$ cat config.mk
export PLATFORM = sky130hd
export DESIGN_NAME = sprite_rom_arbiter
export DESIGN_NICKNAME = d
export VERILOG_FILES = /design/src/rtl/sprite_rom_arbiter.sv
export SDC_FILE = /design/constraint.sdc
export NUM_CORES = 1
export LEC_CHECK = 0
export BUFFER_PORTS_ARGS = -buffer_cell sky130_fd_sc_hd__buf_2
export CORE_UTILIZATION = 56
export CTS_CLUSTER_SIZE = 25
export DETAILED_ROUTE_END_ITERATION = 10
export GPL_TIMING_DRIVEN = 0
export PLACE_DENSITY = 0.95
export SLEW_MARGIN = 20
export SYNTH_ARGS = -nofsm -noshare
export SYNTH_HDL_FRONTEND = slang
export SYNTH_SLANG_ARGS = --single-unit
$ cat constraint.sdc
create_clock -name vga_clk -period 5.4 [get_ports vga_clk]
set_input_delay 0.54 -clock vga_clk [delete_from_list [all_inputs] [get_ports vga_clk]]
set_output_delay 0.54 -clock vga_clk [all_outputs]
set_load 0.01 [all_outputs]
$ cat src/rtl/sprite_rom_arbiter.sv
// -----------------------------------------------------------------------------
// sprite_rom_arbiter
//
// Shares one synchronous sprite ROM among N_REQ pixel-pipeline requesters.
// At most one ROM read is granted per cycle. The returned word is tagged back
// to the winner one cycle later with a one-hot rsp_valid. A requester that
// holds lock keeps the ROM for up to MAX_BURST consecutive grants. After that
// it must compete by round-robin again.
//
// Ports
//   vga_clk     in   sole clock, rising edge
//   reset       in   synchronous active-high reset
//   req         in   [N_REQ]          per-requester read request
//   lock        in   [N_REQ]          per-requester burst hold (with req)
//   addr        in   [N_REQ*ADDR_W]   request addresses, requester i at
//                                     [i*ADDR_W +: ADDR_W]
//   gnt         out  [N_REQ]          one-hot/zero grant, combinational
//   rom_address out  [ADDR_W]         address to the shared ROM
//   rom_q       in   [DATA_W]         ROM word, valid the cycle after address
//   rsp_valid   out  [N_REQ]          registered one-hot response tag
//   rsp_data    out  [DATA_W]         rom_q passthrough
// -----------------------------------------------------------------------------
module sprite_rom_arbiter #(
    parameter int N_REQ     = 4,
    parameter int ADDR_W    = 8,
    parameter int DATA_W    = 4,
    parameter int MAX_BURST = 16
) (
    input  logic                      vga_clk,
    input  logic                      reset,
    input  logic [N_REQ-1:0]          req,
    input  logic [N_REQ-1:0]          lock,
    input  logic [N_REQ*ADDR_W-1:0]   addr,
    output logic [N_REQ-1:0]          gnt,
    output logic [ADDR_W-1:0]         rom_address,
    input  logic [DATA_W-1:0]         rom_q,
    output logic [N_REQ-1:0]          rsp_valid,
    output logic [DATA_W-1:0]         rsp_data
);

    localparam int OW = $clog2(N_REQ);
    localparam int CW = $clog2(MAX_BURST + 1);
    localparam logic [CW-1:0] MAX_CNT   = CW'(MAX_BURST);
    localparam logic [OW-1:0] OWNER_RST = OW'(N_REQ - 1);

    logic [OW-1:0]     r_owner;
    logic [CW-1:0]     r_burst_cnt;
    logic [N_REQ-1:0]  r_rsp_valid;
    logic [ADDR_W-1:0] r_addr_hold;

    logic [ADDR_W-1:0] w_addr_arr [N_REQ];
    logic              w_found;
    logic [OW-1:0]     w_win;
    logic              w_lock_hold;
    logic [N_REQ-1:0]  w_gnt;
    logic [ADDR_W-1:0] w_rom_address;
    int                w_idx;

    // Unpack the flat address bus so the winner can be selected by index.
    generate
        for (genvar gi = 0; gi < N_REQ; gi++) begin : g_addr
            assign w_addr_arr[gi] = addr[gi*ADDR_W +: ADDR_W];
        end
    endgenerate

    // A nonzero burst count means the previous cycle granted the owner, so
    // the lock can only extend a streak that is already running and not yet
    // at its cap.
    assign w_lock_hold = req[r_owner] && lock[r_owner] &&
                         (r_burst_cnt != '0) && (r_burst_cnt < MAX_CNT);

    always_comb begin
        w_found = 1'b0;
        w_win   = r_owner;
        w_idx   = 0;
        if (w_lock_hold) begin
            w_found = 1'b1;
            w_win   = r_owner;
        end else begin
            // Scan owner+1 .. owner (inclusive) so the last winner ranks lowest.
            for (int k = 1; k <= N_REQ; k++) begin
                w_idx = int'(r_owner) + k;
                if (w_idx >= N_REQ) begin
                    w_idx = w_idx - N_REQ;
                end
                if (!w_found && req[w_idx]) begin
                    w_found = 1'b1;
                    w_win   = w_idx[OW-1:0];
                end
            end
        end
    end

    always_comb begin
        w_gnt         = '0;
        w_rom_address = '0;
        if (!reset) begin
            if (w_found) begin
                w_gnt[w_win]  = 1'b1;
                w_rom_address = w_addr_arr[w_win];
            end else begin
                // Idle: keep the ROM address stable so the ROM output does not churn.
                w_rom_address = r_addr_hold;
            end
        end
    end

    always_ff @(posedge vga_clk) begin
        if (reset) begin
            r_owner     <= OWNER_RST;
            r_burst_cnt <= '0;
            r_rsp_valid <= '0;
            r_addr_hold <= '0;
        end else begin
            r_rsp_valid <= w_gnt;
            if (w_found) begin
                r_owner     <= w_win;
                r_addr_hold <= w_addr_arr[w_win];
                // Streak continues only for back-to-back grants to the same
                // owner. At the cap it restarts at 1 and never wraps to 0.
                if ((w_win == r_owner) && (r_burst_cnt != '0) &&
                    (r_burst_cnt < MAX_CNT)) begin
                    r_burst_cnt <= r_burst_cnt + 1'b1;
                end else begin
                    r_burst_cnt <= CW'(1);
                end
            end else begin
                r_burst_cnt <= '0;
            end
        end
    end

    assign gnt         = w_gnt;
    assign rom_address = w_rom_address;
    assign rsp_valid   = r_rsp_valid;
    assign rsp_data    = rom_q;

endmodule
# Word-level counts from Yosys, hierarchy flattened
# Cells that the tools add are included.
# word_totals
ff_bits,19
latchBits,0
ram_bits,0
rom_bits,0
input_bits,46
output_inout_bits,20
elab_cells,93
n_memories,0
# op_classes
n_addsub,9
multipliers,0
div,0
n_lt_le_gt_ge,13
n_eq_ne,1
shifts,0
mux,47
bitwise,3
n_reduce_logical,15
# ops
op,n
$mux 32,8
$lt 32x4->1 const B,4
$mux 8,4
$mux 1,20
$bmux 8 s2,1
$bmux 1 s2,6
$ge 3x3->1 const B,4
$sub 3x3->4 const B,3
$mux 2,5
$logic_and 1x1->1,9
$mux 4,2
$add 2x2->3 const B,2
$lt 2x3->1 const B,2
$add 5x1->5 const B,1
$lt 5x5->1 const B,1
$reduce_bool 5->1,1
$sub 4x3->5 const B,1
$add 2x3->4 const B,1
$ge 4x3->1 const B,1
$add 2x1->3 const B,1
$logic_not 1->1,3
$not 2->3,1
$reduce_or 3->1,1
$demux 1 s2,1
4 further kinds,5

# Longest topological paths before layout
# logic_depth
word_depth,29
mapped_depth,9
depth_no_buf,8

# Worst setup path before layout
# Ideal clock, no wire load.
# synth_path
kind,input port to output port
from,input port req[3]
to,output port rom_address[0]
arrival_ns,2.219
t_required_ns,4.860
setup_slack_ns,2.641
cell_stages,7
n_path_buf,2
cell_sequence,buf_2 > or4_4 > o221a_4 > o21ai_2 > nand2_2 > buf_6 > o221ai_1
# synth_between
elab_chain_len,23
elab_cells_between_ends,42
cone_classes,mux: 32; bitwise: 1; reduce/logical: 9
# synth_rtl
element,line,rtl
start: declaration,31,"input logic [N_REQ-1:0] req,"
$bmux 1 s2,86,if (!w_found && req[w_idx]) begin
$mux 1 (implied by the code) (2 in a row),86,
$mux 1,86,
$mux 1,76,if (w_lock_hold) begin
$logic_not 1->1,86,
$logic_and 1x1->1,86,
$mux 1,86,
$mux 1,76,
[... 5 more ...],-,
$logic_and 1x1->1,86,
$mux 2,86,
$mux 2,76,
$not 2->3 (implied by the code),100,w_rom_address = w_addr_arr[w_win];
$bmux 8 s2,100,
$mux 8 (implied by the code) (2 in a row),100,
$mux 8 (*),98,if (w_found) begin
$mux 8 (*),97,if (!reset) begin
end: declaration,35,"output logic [ADDR_W-1:0] rom_address,"
# Every way passes the cells marked *; elsewhere a longest branch is shown, timed or not. The select of a mux whose other input is x is not followed.

# Final worst setup path
# layout_path
from,register r_owner[0]
to,output port rom_address[0]
# layout_between
elab_chain_len,27
elab_cells_between_ends,64
cone_classes,add/sub: 8; order compare: 4; mux: 42; bitwise: 1; reduce/logical: 9
# layout_rtl
element,line,rtl
start: declaration,46,logic [OW-1:0] r_owner;
start signal: assignment,117,r_owner <= w_win;
$add 2x1->3,82,w_idx = int'(r_owner) + k;
$sub 3x3->4 / $ge 3x3->1 (equally long branches),"84, 83",
$mux 32,83,if (w_idx >= N_REQ) begin
$mux 32,76,
$bmux 1 s2,86,
$mux 1 (implied by the code) (2 in a row),86,
$mux 1,86,
$mux 1,76,
[... 9 more ...],-,
$logic_and 1x1->1,86,
$mux 2,86,
$mux 2,76,
$not 2->3 (implied by the code),100,
$bmux 8 s2,100,
$mux 8 (implied by the code) (2 in a row),100,
$mux 8 (*),98,
$mux 8 (*),97,
# Marked as above.

==> impl_metrics.py <==
metrics = {
    "clock_network": {
        "numCtsBuffers": 3,
        "postCtsSetupBuffers": 0,
        "clk_pin_slew_ns": 0.07,
        "clock_sinks": 19,
        "cts_tree": "done",
        "cts.path.max_buffers": 2,
        "clock_latency_ns": 0.25,
        "cts_hold_buf": 0,
        "cts-root-buf": "clkbuf_8",
        "cts_resized": 0,
        "htreeDepth": 1,
    },
    "layout": {
        "drive_gt1_share_pct": 31.8,
        "synthToLayoutAreaGrowth_pct": 18.3,
        "num_antenna_cells": 0,
        "layout.nets": 386,
    },
    "worst_hold_path": {
        "holdPathStages": 2,
        "hp-start": "r_addr_hold[4]",
        "hold_class": "flop to flop",
        "hold_path_end": "r_addr_hold[4]",
    },
    "timing": {
        "skew_ns": 0.00313,
        "drv_slew": 0,
        "fin_crit_sh_pct": 63.8,
        "rsz0062_at_grt": "no",
        "worst_slew_pin_slew_ns": 0.620,
        "fin_crit_ns": 3.45,
        "setup-violations-final": 0,
        "hold_viol": 0,
        "max_slew_margin_pct": 58.3,
        "fmax_mhz": 290,
        "fin_setup_tns_ns": 0,
        "holdWs_ns": 0.455,
    },
    "worst_setup_path": {
        "rr_startpoint": "r_owner[0]",
        "endpoint_kind": "output pin",
        "path_cells": "buf_6 -> mux2i_1 -> nand2b_1 -> o21a_1 -> clkbuf_1 -> a211oi_1 -> nor4_1 -> o221ai_1 -> buf_2",
        "critical-path-slowest-cell": "dfxtp_1",
        "cp-start-kind": "flop",
        "crit_fanout": 10,
        "worstRegToRegCells": 8,
        "rr_endpoint": "r_addr_hold[0]",
        "path_class": "flop to output pin",
        "arrival_ns": 2.91,
        "reg2reg_slack_ns": 2.78,
        "worstPathRequired_ns": 4.86,
        "max_stage_delay_ns": 0.48,
    },
    "logic_synthesis": {
        "synthCells": 275,
        "yosys_register_bits": 19,
        "avgSynthCellArea_um2": 7.87,
        "synth_edf_count": 0,
        "ys_seq_area_share_pct": 17.6,
        "synth_nets": 323,
        "synth_top_flop_cell": "dfxtp_1",
        "ys_types": 49,
        "async_reset_ff_share_pct": 0,
        "ys_warn_count": 0,
        "syn-cell-area_um2": 2160,
    },
    "route": {
        "drtIter0Drc": 163,
        "routed_wl_mm": 5.85,
        "drt-met1-wl_mm": 2.43,
        "dr_wl_met2_mm": 2.83,
        "drtPass1Iterations": 4,
        "wl_met3_um": 424,
        "ant_nets": 0,
        "top_layer_used": "met4",
        "via_per_inst": 6.08,
        "drc": 0,
        "num_vias": 2340,
        "wl_per_cell_um": 15.2,
    },
    "run": {
        "maxCapViolations": 0,
    },
    "grt": {
        "grt_pass1_wl_mm": 9.60,
        "grt_usage_pct": 29.1,
        "grt_max_degree": 12,
        "antenna_found_initial": 0,
        "grt_remaining_overflow": 0,
        "grt_pass1_vias": 2176,
    },
    "floorplan": {
        "core_um2": 3690,
        "die_w_um": 64.2,
        "die_height_um": 64.2,
        "rows": 22,
        "dieArea_um2": 4120,
        "io_pins": 66,
        "start_util_pct": 58.7,
    },
    "placed_design": {
        "gp_congestion": 0.880,
        "place.port_buffers": 58,
        "place.detailed.hpwl_mm": 4.43,
    },
    "run_status": {
        "status": "complete, no violations",
    },
    "pwr": {
        "p_leak_uw": 0.00100,
        "irDropWorstVdd_mv": 0.246,
        "power.total_uw": 1110,
        "powerDensity_nw_per_um2": 433,
    },
}
## layout by cell type, fill, tap and decap left out, types with 2 or more instances in the layout
cell type  instances
a21boi_0          17
o22a_1             2
mux2i_1            2
inv_1              4
o221ai_2           6
nand3_1            2
buf_4              4
o221ai_1           2
o32a_1             2
nor2b_1            2
nor4_1             9
buf_2             66
nand2_1           43
nand2b_1          37
ha_1               2
buf_6              5
nor4_2             8
xnor2_1            2
a211oi_1          49
nor2_1            13
clkbuf_1          10
dfxtp_1           19
clkbuf_8           3
## registers in the layout (all words and copies together) (netlist names)
name / cells
r_burst_cnt: 5
rsp_valid: 4
r_addr_hold: 8
r_owner: 2
## power by group
group | internal, uW | total [uW] | switching (uW) | leakage, uW
clock | 51.3 | 98.6 | 47.4 | 0.0000255
combinational | 332 | 812 | 481 | 0.000821
sequential | 180 | 198 | 18.0 | 0.000157
total | 563 | 1110 | 546 | 0.00100
## per-stage QoR
stage / worst slack (ns) / instances / utilization, % / area, um2
floorplan: 2.64 / 275 / - / 2160
global placement: 2.11 / 381 / 68.2 / 2510
detailed placement: 2.04 / 381 / 68.2 / 2510
CTS: 2.01 / 385 / 69.4 / 2560
global route: 1.81 / 385 / 69.4 / 2560
finish: 1.95 / 385 / 69.4 / 2560
## synthesized netlist by cell type (all sizes together), types with 2 or more instances
cell type	instances	area, um2
ha	2	25.0
o32a	2	20.0
nand2	44	168
a211oi	49	368
xnor2	2	17.5
xor2	2	25.0
o221ai	9	134
nand2b	37	231
nand3	3	27.5
nor2b	2	12.5
inv	4	15.0
a21boi	17	128
buf	18	130
mux2i	3	33.8
o21ai	2	13.8
dfxtp	19	380
nor4	17	156
nor2	13	48.8
clkbuf	10	37.5
o22a	2	17.5
## worst max-delay path, delay by kind of cell, from the launching register on
| kind | cells | cell delay (ns) |
|---|---|---|
| multiplexers | 1 | 0.25 |
| flip-flops | 1 | 0.48 |
| AND/OR/NAND/NOR | 2 | 0.47 |
| buffers and inverters | 3 | 0.83 |
| AO/OA/AOI/OAI | 3 | 0.61 |
## area by class of cell
class,count,area [um2]
buffer,28,168
clock buffer,3,41.3
clock inverter,1,5.00
fill,337,1130
inverter,4,15.0
multi-input combinational,224,1600
sequential,19,380
tap,48,60.1
timing repair buffer,58,290
## how the worst max path moves through the flow
stage	from	to	slack, ns	depth (start not counted)
2_1_floorplan	req[3]	rom_address[0]	2.64	7
3_3_place_gp	req[2]	rom_address[3]	2.11	10
3_5_place_dp	req[2]	rom_address[3]	2.04	10
4_1_cts	r_owner[0]	rom_address[0]	2.01	9
5_1_grt	r_owner[0]	rom_address[3]	1.81	9
6_report	r_owner[0]	rom_address[0]	1.95	9
## logic make-up after synthesis
logic type | Yosys count | share of synthesized area [%]
adder cells (fa/ha/maj) | 2 | 1.16
multiplexers | 5 | 3.12
flip-flops | 19 | 17.6
XOR/XNOR | 4 | 1.97
buffers and inverters | 32 | 8.44
AND/OR/NAND/NOR | 125 | 33.1
AO/OA/AOI/OAI | 88 | 34.6
## routing by layer
metal	vias up	GRT usage, %
met1	1078	35.7
met2	95	51.5
met3	15	4.29
met5	-	0
li1	1152	-
met4	0	10.0
Power figures use the tool's default switching activity.
